<file path="src/rtl/misaligned_load_unit_pkg.sv">
// Shared load-path types: truncation kinds, load FSM states and access sizing.
`ifndef XLEN
`define XLEN 32
`endif

package misaligned_load_unit_pkg;

  typedef enum logic [2:0] {
    BYTE,
    HALF_WORD,
    WORD,
    DOUBLE_WORD,
    BYTE_UNSIGNED,
    HALF_WORD_UNSIGNED,
    WORD_UNSIGNED,
    NO_TRUNC
  } truncType;

  typedef enum logic [2:0] {IDLE, REQ0, RSP0, REQ1, RSP1, DONE} loadState;

  // Access size in bytes; NO_TRUNC covers the full data width.
  function automatic logic [3:0] accessSize(input truncType t, input int unsigned xlen);
    case (t)
      BYTE, BYTE_UNSIGNED:           return 4'd1;
      HALF_WORD, HALF_WORD_UNSIGNED: return 4'd2;
      WORD, WORD_UNSIGNED:           return 4'd4;
      DOUBLE_WORD:                   return 4'd8;
      default:                       return 4'(xlen / 8);
    endcase
  endfunction

  function automatic logic isSigned(input truncType t);
    return (t == BYTE) || (t == HALF_WORD) || (t == WORD) || (t == DOUBLE_WORD);
  endfunction

endpackage

</file>
<file path="src/rtl/load_extract.sv">
// Combinational load extraction: shift a two-beat window down by the byte
// offset, keep the access-size low bytes and sign- or zero-extend them.
module load_extract
  import misaligned_load_unit_pkg::*;
#(
  parameter int XLEN = `XLEN,
  localparam int OFFW = $clog2(XLEN/8)
) (
  input  logic [2*XLEN-1:0] window,
  input  logic [OFFW-1:0]   offset,
  input  truncType          ttype,
  output logic [XLEN-1:0]   result
);

  logic [XLEN-1:0] low;
  logic [3:0]      size;
  logic            fill;

  assign low = XLEN'(window >> {offset, 3'b000});

  // NOTE: every variable gets a default at the top of always_comb so no path
  // leaves it unassigned; that is what keeps a latch from being inferred.
  always_comb begin
    size   = accessSize(ttype, XLEN);
    fill   = 1'b0;
    result = low;
    for (int b = 0; b < XLEN/8; b++) begin
      if (b == int'(size) - 1) fill = isSigned(ttype) & low[8*b+7];
    end
    for (int b = 0; b < XLEN/8; b++) begin
      if (b >= int'(size)) result[8*b +: 8] = {8{fill}};
    end
  end

endmodule

</file>
<file path="src/rtl/misaligned_load_unit.sv">
// Sequential load alignment unit: one or two memory beats per load, result
// returned through a valid/ready handshake, unsplittable loads fault.
module misaligned_load_unit
  import misaligned_load_unit_pkg::*;
#(
  parameter int XLEN = `XLEN,
  parameter bit SPLIT_MISALIGNED = 1'b1,
  localparam int OFFW = $clog2(XLEN/8)
) (
  input  logic            clk,
  input  logic            reset_n,
  input  logic            ReqValid,
  output logic            ReqReady,
  input  truncType        ReqType,
  input  logic [OFFW-1:0] ReqOffset,
  output logic            MemReqValid,
  output logic            MemReqSecond,
  input  logic            MemReqReady,
  input  logic            MemRspValid,
  input  logic [XLEN-1:0] MemRspData,
  output logic            RespValid,
  input  logic            RespReady,
  output logic [XLEN-1:0] RespData,
  output logic            RespFault
);

  loadState        state_q, state_d;
  truncType        type_q;
  logic [OFFW-1:0] offset_q;
  logic [XLEN-1:0] beat0_q, resp_data_q;
  logic            cross_q, resp_fault_q;

  logic [3:0]        req_size;
  logic              req_cross, req_misaligned, req_fault, req_fire;
  logic [2*XLEN-1:0] window;
  logic [XLEN-1:0]   extracted;

  always_comb begin
    req_size       = accessSize(ReqType, XLEN);
    req_cross      = (int'(ReqOffset) + int'(req_size)) > XLEN/8;
    req_misaligned = (int'(ReqOffset) & (int'(req_size) - 1)) != 0;
    // A 32-bit build has no doubleword, and an unsigned word needs no zero-extension there.
    req_fault      = (!SPLIT_MISALIGNED && req_misaligned) ||
                     ((XLEN == 32) && (ReqType == DOUBLE_WORD || ReqType == WORD_UNSIGNED));
  end

  // Upper beat is zero unless the load spans into the next aligned word.
  assign window = (state_q == RSP1) ? {MemRspData, beat0_q} : {{XLEN{1'b0}}, MemRspData};

  load_extract #(.XLEN(XLEN)) u_extract (
    .window (window),
    .offset (offset_q),
    .ttype  (type_q),
    .result (extracted)
  );

  always_comb begin
    state_d      = state_q;
    ReqReady     = (state_q == IDLE) || (state_q == DONE && RespReady);
    MemReqValid  = (state_q == REQ0) || (state_q == REQ1);
    MemReqSecond = (state_q == REQ1);
    RespValid    = (state_q == DONE);
    case (state_q)
      IDLE: if (ReqValid) state_d = req_fault ? DONE : REQ0;
      REQ0: if (MemReqReady) state_d = RSP0;
      RSP0: if (MemRspValid) state_d = cross_q ? REQ1 : DONE;
      REQ1: if (MemReqReady) state_d = RSP1;
      RSP1: if (MemRspValid) state_d = DONE;
      DONE: if (RespReady) state_d = ReqValid ? (req_fault ? DONE : REQ0) : IDLE;
      default: state_d = IDLE;
    endcase
  end

  assign req_fire = ReqValid && ReqReady;

  // NOTE: sequential state uses non-blocking assignments so every register
  // samples pre-edge values, independent of statement order.
  always_ff @(posedge clk or negedge reset_n) begin
    if (!reset_n) begin
      state_q      <= IDLE;
      type_q       <= BYTE;
      offset_q     <= '0;
      cross_q      <= 1'b0;
      beat0_q      <= '0;
      resp_data_q  <= '0;
      resp_fault_q <= 1'b0;
    end else begin
      state_q <= state_d;
      if (req_fire) begin
        type_q       <= ReqType;
        offset_q     <= ReqOffset;
        cross_q      <= req_cross;
        resp_fault_q <= req_fault;
        resp_data_q  <= '0;
      end
      if (state_q == RSP0 && MemRspValid) beat0_q <= MemRspData;
      if (MemRspValid && ((state_q == RSP0 && !cross_q) || state_q == RSP1))
        resp_data_q <= extracted;
    end
  end

  assign RespData  = resp_data_q;
  assign RespFault = resp_fault_q;

endmodule

</file>
<file path="config.mk">
export PLATFORM = sky130hd
export DESIGN_NAME = misaligned_load_unit
export DESIGN_NICKNAME = d
export VERILOG_FILES = /design/src/rtl/misaligned_load_unit_pkg.sv /design/src/rtl/load_extract.sv /design/src/rtl/misaligned_load_unit.sv
export SDC_FILE = /design/constraint.sdc
export NUM_CORES = 1
export LEC_CHECK = 0
export ABC_AREA = 1
export BUFFER_PORTS_ARGS = -buffer_cell sky130_fd_sc_hd__buf_2
export CELL_PAD_IN_SITES_DETAIL_PLACEMENT = 1
export CELL_PAD_IN_SITES_GLOBAL_PLACEMENT = 2
export CORE_MARGIN = 1
export CORE_UTILIZATION = 28
export DETAILED_ROUTE_END_ITERATION = 8
export GPL_ROUTABILITY_DRIVEN = 1
export GPL_TIMING_DRIVEN = 1
export PLACE_DENSITY = 0.73
export SKIP_LAST_GASP = 1
export SLEW_MARGIN = 20
export SYNTH_ARGS = -nofsm -noshare
export SYNTH_HDL_FRONTEND = slang
export SYNTH_SLANG_ARGS = --single-unit
</file>
<file path="constraint.sdc">
create_clock -name clk -period 1.8 [get_ports clk]
set_clock_uncertainty 0.2 [all_clocks]
set_input_delay 0.45 -clock clk [delete_from_list [all_inputs] [get_ports clk]]
set_output_delay 0.45 -clock clk [all_outputs]
set_load 0.005 [all_outputs]
</file>
==> impl_metrics.tcl, run 1 <==
set metrics [dict create \
    avgSynthCellArea_um2 7.00 \
    synthTopCellsByArea "dfrtp_1 (41%), nand2_1 (19%), o21ai_0 (6.8%)" \
    fin_crit_sh_pct 115 \
    syn_inst 652 \
    p_per_area_nw_per_um2 1740 \
    n_antenna_cell 0 \
    dpl.cell_count 967 \
    grt_max_degree 75 \
    synth-seq-cells 74 \
    ys_seq_area_share_pct 40.6 \
    io_pins 80 \
    synth_cell_types 32 \
    clk_latency_ns 0.35 \
    min_path_type "in2reg" \
    cts_made_buffers 9 \
    yosys_warnings 0 \
    synth_mux_area_share_pct 0.987 \
    cts_tree "done" \
    regToRegSetupSlack_ns -0.25 \
    utilization_pct 43.2 \
    crit_start "state_q[0]" \
    die_h_um 130 \
    drt_wl_total_um 17400 \
    synth_fa_ha_area_share_pct 0.987 \
    synth_compound_area_share_pct 19.4 \
    p_sw_share_pct 45.3 \
    drc 0 \
    fin_nets 835 \
    ir_drop_v 0.000651 \
    rsz0062_at_grt "yes" \
    maxSlewViolCount 0 \
    setup.worst_path.end "ReqReady" \
    yosys.area_share.xor_xnor_pct 0.192 \
    layout-drive-gt1-share_pct 37.9 \
    dp_hpwl_um 11500 \
    worstSetupPathType "reg2out" \
    reg2regPathDepth 12 \
    grtUsageTotal_pct 21.3 \
    violations "setup timing" \
    r2r_end "RespData[20]" \
    grt_busiest_layer "met2" \
    cp.arrival_ns 1.42 \
    clock-sinks 74 \
    dr.first_iter.drc_count 209 \
    synth_top_family_by_area "simple AND/OR/NAND/NOR gates" \
    power_mw 12.0 \
    firstDrtPassIters 4 \
    setup_viol 37 \
    endpoint_kind "primary output" \
    max_freq_mhz 483 \
    design_area_um2 6860 \
    yosysTopAreaCell "dfrtp_1" \
    grt_pass1_vias 5227 \
    grt.overflow.total 0 \
    coreArea_um2 15900 \
    grt.met1_usage_pct 24.2 \
    syn_nets 698 \
    fp.dieW_um 130 \
    comb_power_share_pct 61.5 \
    worstPathRequired_ns 1.15 \
    p_leak_nw 3.57 \
    fillers 1950 \
    htree_levels 3 \
    hold_violations 0 \
    drtAntennaViolNets 0 \
    clk_pin_slew_worst_paths_ns 0.06 \
    cts_buffer_depth 2 \
    synth_simple_gate_area_share_pct 28.0 \
    grt_pass1_wl_um 27000 \
    layout_setup_ws_ns -0.272 \
    io_buffers 79 \
    status "complete, but fails checks" \
    finalNonFillerCells 1010 \
    place.gp.congestion 0.835 \
    die_area_um2 16800 \
    critPathMaxFanout 5 \
    num_vias 4950 \
    antenna_found_initial 0 \
    min_period_ns 2.07 \
    register_area_um2 1850 \
    via_per_inst 4.90 \
    syn2layout_area_growth_pct 50.4 \
    hold_path_depth 2 \
    rows 46 \
    start_kind "flip-flop" \
    pwr-share-seq_pct 22.6 \
    clkPwrFrac_pct 15.9 \
    worstMarginPinSlew_ns 0.433 \
    multiInputGateArea_um2 2790 \
    wl_per_cell_um 17.2 \
    gr-usage-met3_pct 3.88 \
    maxCapViolCount 0 \
    synth_top_cell_area_share_pct 40.6 \
    grt_use_met2_pct 39.7 \
    initial_utilization_pct 28.7 \
    rr_startpoint "state_q[2]" \
    cts_root_buf "clkbuf_16" \
    internal_power_mw 6.53 \
    syn_area_um2 4560 \
    p_sw_mw 5.42 \
    postPlaceCellArea_um2 5600 \
    slew_headroom_pct 71.2 \
]
sequential cells by signal, summed over array words and instances (netlist names):
| register | cells |
|---|---|
| RespData | 32 |
| type_q | 3 |
| beat0_q | 32 |
| RespFault | 1 |
| state_q | 3 |
| offset_q | 2 |
| cross_q | 1 |
power groups by stage:
stage,Combinational [mW],Clock [mW],Sequential (mW)
floorplan,3.24,0,2.63
global route,8.01,2.00,2.79
CTS,6.60,1.92,2.70
global placement,5.22,0,2.69
detailed placement,5.34,0,2.71
finish,7.35,1.90,2.71
worst max-delay path, cell delays in order (launching register included):
cell     delay (ns)
dfrtp_1        0.41
nor2_4         0.20
buf_6          0.16
buf_6          0.10
nand2_4        0.04
nand2_2        0.05
buf_2          0.10
cells by family after synthesis:
kind of cell               after synthesis
and+or+nand+nor                        307
adders and majority gates                3
xor gates and xnor gates                 1
muxes                                    4
DFF                                     74
AOI/OAI and AO/OA                      158
buffers and inverters                  105
how the worst min path moves through the flow:
stage / start / end / slack (ns)
2_1_floorplan: reset_n / RespData[0] / -0.05
3_3_place_gp: RespFault / RespFault / 0.26
3_5_place_dp: RespData[20] / RespData[20] / 0.26
4_1_cts: MemRspData[26] / beat0_q[26] / 0.14
5_1_grt: MemRspData[26] / beat0_q[26] / 0.14
6_report: MemRspData[26] / beat0_q[26] / 0.14
final cells by class:
type / instances / share of cell area, %
multi-input combinational: 474 / 40.7
sequential: 74 / 27.0
timing repair buffer: 163 / 20.1
tap: 216 / 3.94
inverter: 67 / 3.88
clock buffer: 10 / 3.48
clock inverter: 6 / 0.966
metal layers:
layer / vias to the layer above / wire length, µm
met5: - / 0
met3: 27 / 479
li1: 2395 / -
met1: 2445 / 7260
met4: 0 / 427
met2: 83 / 9190
cell usage after synthesis:
cell type  count
a21oi_1       42
mux2_2         4
nand2_4        3
o21ai_0       62
a211o_1        1
nor2_1        22
xnor2_1        1
buf_6          5
a31oi_1        1
nand2_1      235
clkbuf_1      15
buf_2         13
clkinv_1       2
inv_1         60
nor4_1         1
o21bai_1       1
nand3_2        5
o21ai_2        1
fa_1           1
nor2_4         2
inv_2          5
o21a_1         1
ha_1           2
nand2_2        4
dfrtp_1       74
nand3_1       32
a32o_1         1
nor3_1         3
o211ai_1      29
o32a_1         1
o21ai_1       18
buf_1          5
layout by cell type (no fill, tap or decap), types with 2 or more instances in the layout:
master,Yosys,layout
nand2_8,0,7
nand2_4,3,17
clkbuf_16,0,13
dfrtp_1,74,72
o21ai_1,18,31
bufbuf_16,0,2
clkinvlp_4,0,3
a21oi_2,0,11
nor3_1,3,2
buf_12,0,11
inv_4,0,4
nand3_4,0,4
o211ai_1,29,29
nor2_1,22,21
nand3_1,32,18
dfrtp_2,0,2
nor2_4,2,2
buf_2,13,78
inv_1,60,57
a21oi_1,42,31
buf_8,0,2
o21ai_2,1,7
nand3_2,5,15
clkinv_1,2,2
ha_1,2,2
mux2_2,4,4
inv_2,5,3
nand2_2,4,41
nand2_1,235,178
buf_4,0,50
o21ai_4,0,3
o21ai_0,62,40
buf_6,5,14
repair_timing:
action	in CTS	in global routing
setup buffers	10	8
gates cloned	4	4
gates resized for setup	102	77
endpoints found under the setup margin	36	55
hold buffers	1	0
endpoints found under the hold margin	74	0
pin swaps	20	33
metrics by stage:
stage	setup WS (ns)	TNS (ns)	hold slack, ns
global placement	-0.175	-2.41	0.261
floorplan	0.00882	0	-0.0456
finish	-0.272	-6.76	0.144
detailed placement	-0.275	-4.80	0.264
CTS	-0.199	-5.42	0.141
global route	-0.331	-9.95	0.141
Note: power is estimated with default switching activity, not from simulation.
==> run 2, diff against run 1 <==
--- a/config.mk
+++ b/config.mk
@@ -6,14 +6,15 @@
 export NUM_CORES = 1
 export LEC_CHECK = 0
-export ABC_AREA = 1
+export ABC_AREA = 0
 export BUFFER_PORTS_ARGS = -buffer_cell sky130_fd_sc_hd__buf_2
+export CAP_MARGIN = 20
 export CELL_PAD_IN_SITES_DETAIL_PLACEMENT = 1
 export CELL_PAD_IN_SITES_GLOBAL_PLACEMENT = 2
 export CORE_MARGIN = 1
-export CORE_UTILIZATION = 28
+export CORE_UTILIZATION = 33
 export DETAILED_ROUTE_END_ITERATION = 8
 export GPL_ROUTABILITY_DRIVEN = 1
 export GPL_TIMING_DRIVEN = 1
-export PLACE_DENSITY = 0.73
+export PLACE_DENSITY = 0.74
 export SKIP_LAST_GASP = 1
 export SLEW_MARGIN = 20
==> constraint.sdc (replaced) <==
create_clock -name clk -period 1.8 [get_ports clk]
set_clock_uncertainty 0.2 [all_clocks]
set_input_delay 0.45 -clock clk [delete_from_list [all_inputs] [get_ports clk]]
set_output_delay 0.45 -clock clk [all_outputs]
set_load 0.1 [all_outputs]
==> run 2 against run 1 <==
Effect of this change: the flow still finishes with violations (setup timing); setup slack got worse by 0.26 ns; wire length is 4.1% lower; maximum frequency decreased by 11%; sequential cell count unchanged; synthesized cell count shrank 37%; combinational power grew 30%; hold slack improved by 0.042 ns; critical path depth up 2.
==> impl_metrics.tcl, run 2 <==
set metrics [dict create \
    status "complete, but fails checks" \
    violations "setup timing" \
    cts_made_buffers 9 \
    endpoint_kind "primary output" \
    coreArea_um2 13200 \
    via_per_inst 5.35 \
    path_cells "buf_4, buf_6, buf_8, nor2b_4, buf_6, nand2_4, clkinvlp_4, buf_12" \
    ys_seq_area_share_pct 41.3 \
    slew_headroom_pct 67.3 \
    clk_latency_ns 0.34 \
    num_vias 4079 \
    maxCapViolCount 0 \
    fin_hold_ws_ns 0.186 \
    crit_start "state_q[2]" \
    cts_root_buf "clkbuf_16" \
    n_antenna_cell 0 \
    drt_wl_total_um 16600 \
    syn_nets 460 \
    syn_inst 414 \
    cpMostUsedCell "buf_6" \
    io_buffers 79 \
    ys.flop_type "dfrtp_1" \
    dp_hpwl_um 10300 \
    register_area_um2 1850 \
    setup.worst_path.end "RespValid" \
    layout_setup_ws_ns -0.534 \
    regToRegSetupSlack_ns -0.51 \
    layout-drive-gt1-share_pct 57.3 \
    synthArstFlopShare_pct 100 \
    r2r_end "RespData[12]" \
    p_leak_nw 3.26 \
    initial_utilization_pct 33.9 \
    reg2regPathDepth 9 \
    rr_startpoint "state_q[2]" \
    fin_nets 628 \
    setup_viol 79 \
    critPathMaxFanout 5 \
    crit_path_top_delay_cell "dfrtp_1" \
    p_per_area_nw_per_um2 2030 \
    max_freq_mhz 428 \
    synthTopCellsByArea "dfrtp_1 (41%), mux2i_1 (11%), mux2_2 (9.5%)" \
    grt.overflow.total 0 \
    mostFrequentLayoutCell "buf_4" \
    final_cell_mix "buf_4 (78), dfrtp_1 (72), buf_2 (58), nand2_1 (47), mux2i_1 (41)" \
    min_period_ns 2.33 \
    wl_per_cell_um 21.8 \
    grtUsageTotal_pct 22.8 \
    utilization_pct 53.6 \
    rsz0062_at_grt "yes" \
    clk_pin_slew_worst_paths_ns 0.06 \
    grt_pass1_vias 4278 \
    dpl_worst_slack_ns -0.568 \
    fillers 1395 \
    synth_edf_count 0 \
    htree_levels 3 \
    worstMarginPinSlew_ns 0.494 \
    avgSynthCellArea_um2 10.8 \
    cts_tree "done" \
    synth_top_cell_area_share_pct 41.3 \
    start_kind "flip-flop" \
    multiInputGateArea_um2 2940 \
    fp.dieW_um 119 \
    rows 42 \
    die_area_um2 14100 \
    worstSetupPathType "reg2out" \
    yosysTopAreaCell "dfrtp_1" \
    synth_cell_types 45 \
    drtAntennaViolNets 0 \
    place.gp.congestion 0.784 \
    postPlaceCellArea_um2 5650 \
    synth_top_cells_by_count "dfrtp_1 (74), nand2_1 (57), mux2i_1 (50)" \
    synth-seq-cells 74 \
    cts_buffer_depth 2 \
    min_path_type "in2reg" \
    drc 0 \
    die_h_um 119 \
    io_pins 80 \
    grt_max_degree 33 \
    cp_slowest_stage_delay_ns 0.39 \
    clock-sinks 74 \
    worstPathRequired_ns 1.15 \
    maxSlewViolCount 0 \
    design_area_um2 7100 \
    yosys_warnings 0 \
    fin_tns_setup_ns -31.76 \
    fin_crit_sh_pct 130 \
    grt_pass1_wl_um 24500 \
    syn_area_um2 4490 \
    hold_violations 0 \
    syn2layout_area_growth_pct 58.3 \
    ir_drop_v 0.00127 \
    cp.arrival_ns 1.68 \
    yosysMostFrequentCell "dfrtp_1" \
    dr.first_iter.drc_count 214 \
    antenna_found_initial 0 \
    firstDrtPassIters 4 \
]
-- run 2: how the worst min path moves through the flow --
stage / startpoint / endpoint / slack (ns) / depth (start not counted)
final: MemRspData[20] / beat0_q[20] / 0.19 / 2
after global routing: MemRspData[27] / beat0_q[27] / 0.19 / 2
after CTS: MemRspData[21] / beat0_q[21] / 0.18 / 2
after detailed placement: reset_n / RespData[28] / 0.14 / 1
after global placement: reset_n / RespData[28] / 0.14 / 1
after floorplan: reset_n / RespData[0] / -0.05 / 0
-- run 2: stage by stage --
stage               total power [mW]  instances
floorplan                       7.95        414
global placement                9.99        703
detailed placement              10.1        703
CTS                             13.6        753
global route                    15.0        762
finish                          14.4        762
-- run 2: where the power goes --
group          switching, mW  internal [mW]  total [mW]  leakage (nW)
combinational           5.26           4.26        9.52          2.16
sequential             0.621           2.36        2.98         0.944
clock                  0.704           1.20        1.90         0.151
-- run 2: cells by family (layout without fill, tap and decap cells) --
| kind of cell | after synthesis | after routing | synth area share (%) |
|---|---|---|---|
| AND/OR/NAND/NOR | 113 | 113 | 11.6 |
| buffers and inverters | 43 | 215 | 4.30 |
| multiplexers | 108 | 108 | 30.7 |
| AO/OA/AOI/OAI | 72 | 72 | 10.9 |
| XOR/XNOR | 1 | 1 | 0.195 |
| adder cells (fa/ha/maj) | 3 | 3 | 1.00 |
| flip-flops | 74 | 74 | 41.3 |
-- run 2: worst max-delay path: cells and delay by family, from the launching register on --
kind / cells / cell delay [ns]
buffers and inverters: 6 / 0.77
flip-flops: 1 / 0.39
AND/OR/NAND/NOR: 2 / 0.19
-- run 2: repair_timing --
action                                 CTS  global route
gates resized for setup                 99            71
hold buffers                             1             0
setup endpoints to repair               89            83
buffers inserted                        30             7
pin swaps                               23            13
gates cloned                             6             3
endpoints found under the hold margin   14             0
-- run 2: per-layer routing --
| metal | vias up | track usage (%) | share of wire [%] |
|---|---|---|---|
| met1 | 2106 | 31.2 | 45 |
| met5 | - | 0 | 0 |
| met2 | 97 | 37.4 | 50 |
| met3 | 24 | 3.09 | 3.4 |
| li1 | 1852 | - | - |
| met4 | 0 | 7.20 | 1.6 |
-- run 2: layout make-up --
cell class                      count  share of cell area [%]
Clock buffer                        9                    3.17
Clock inverter                      6                    1.16
Inverter                           10                   0.652
Multi-Input combinational cell    297                    41.4
Sequential cell                    74                    26.1
Tap cell                          176                    3.10
Timing Repair Buffer              190                    24.4
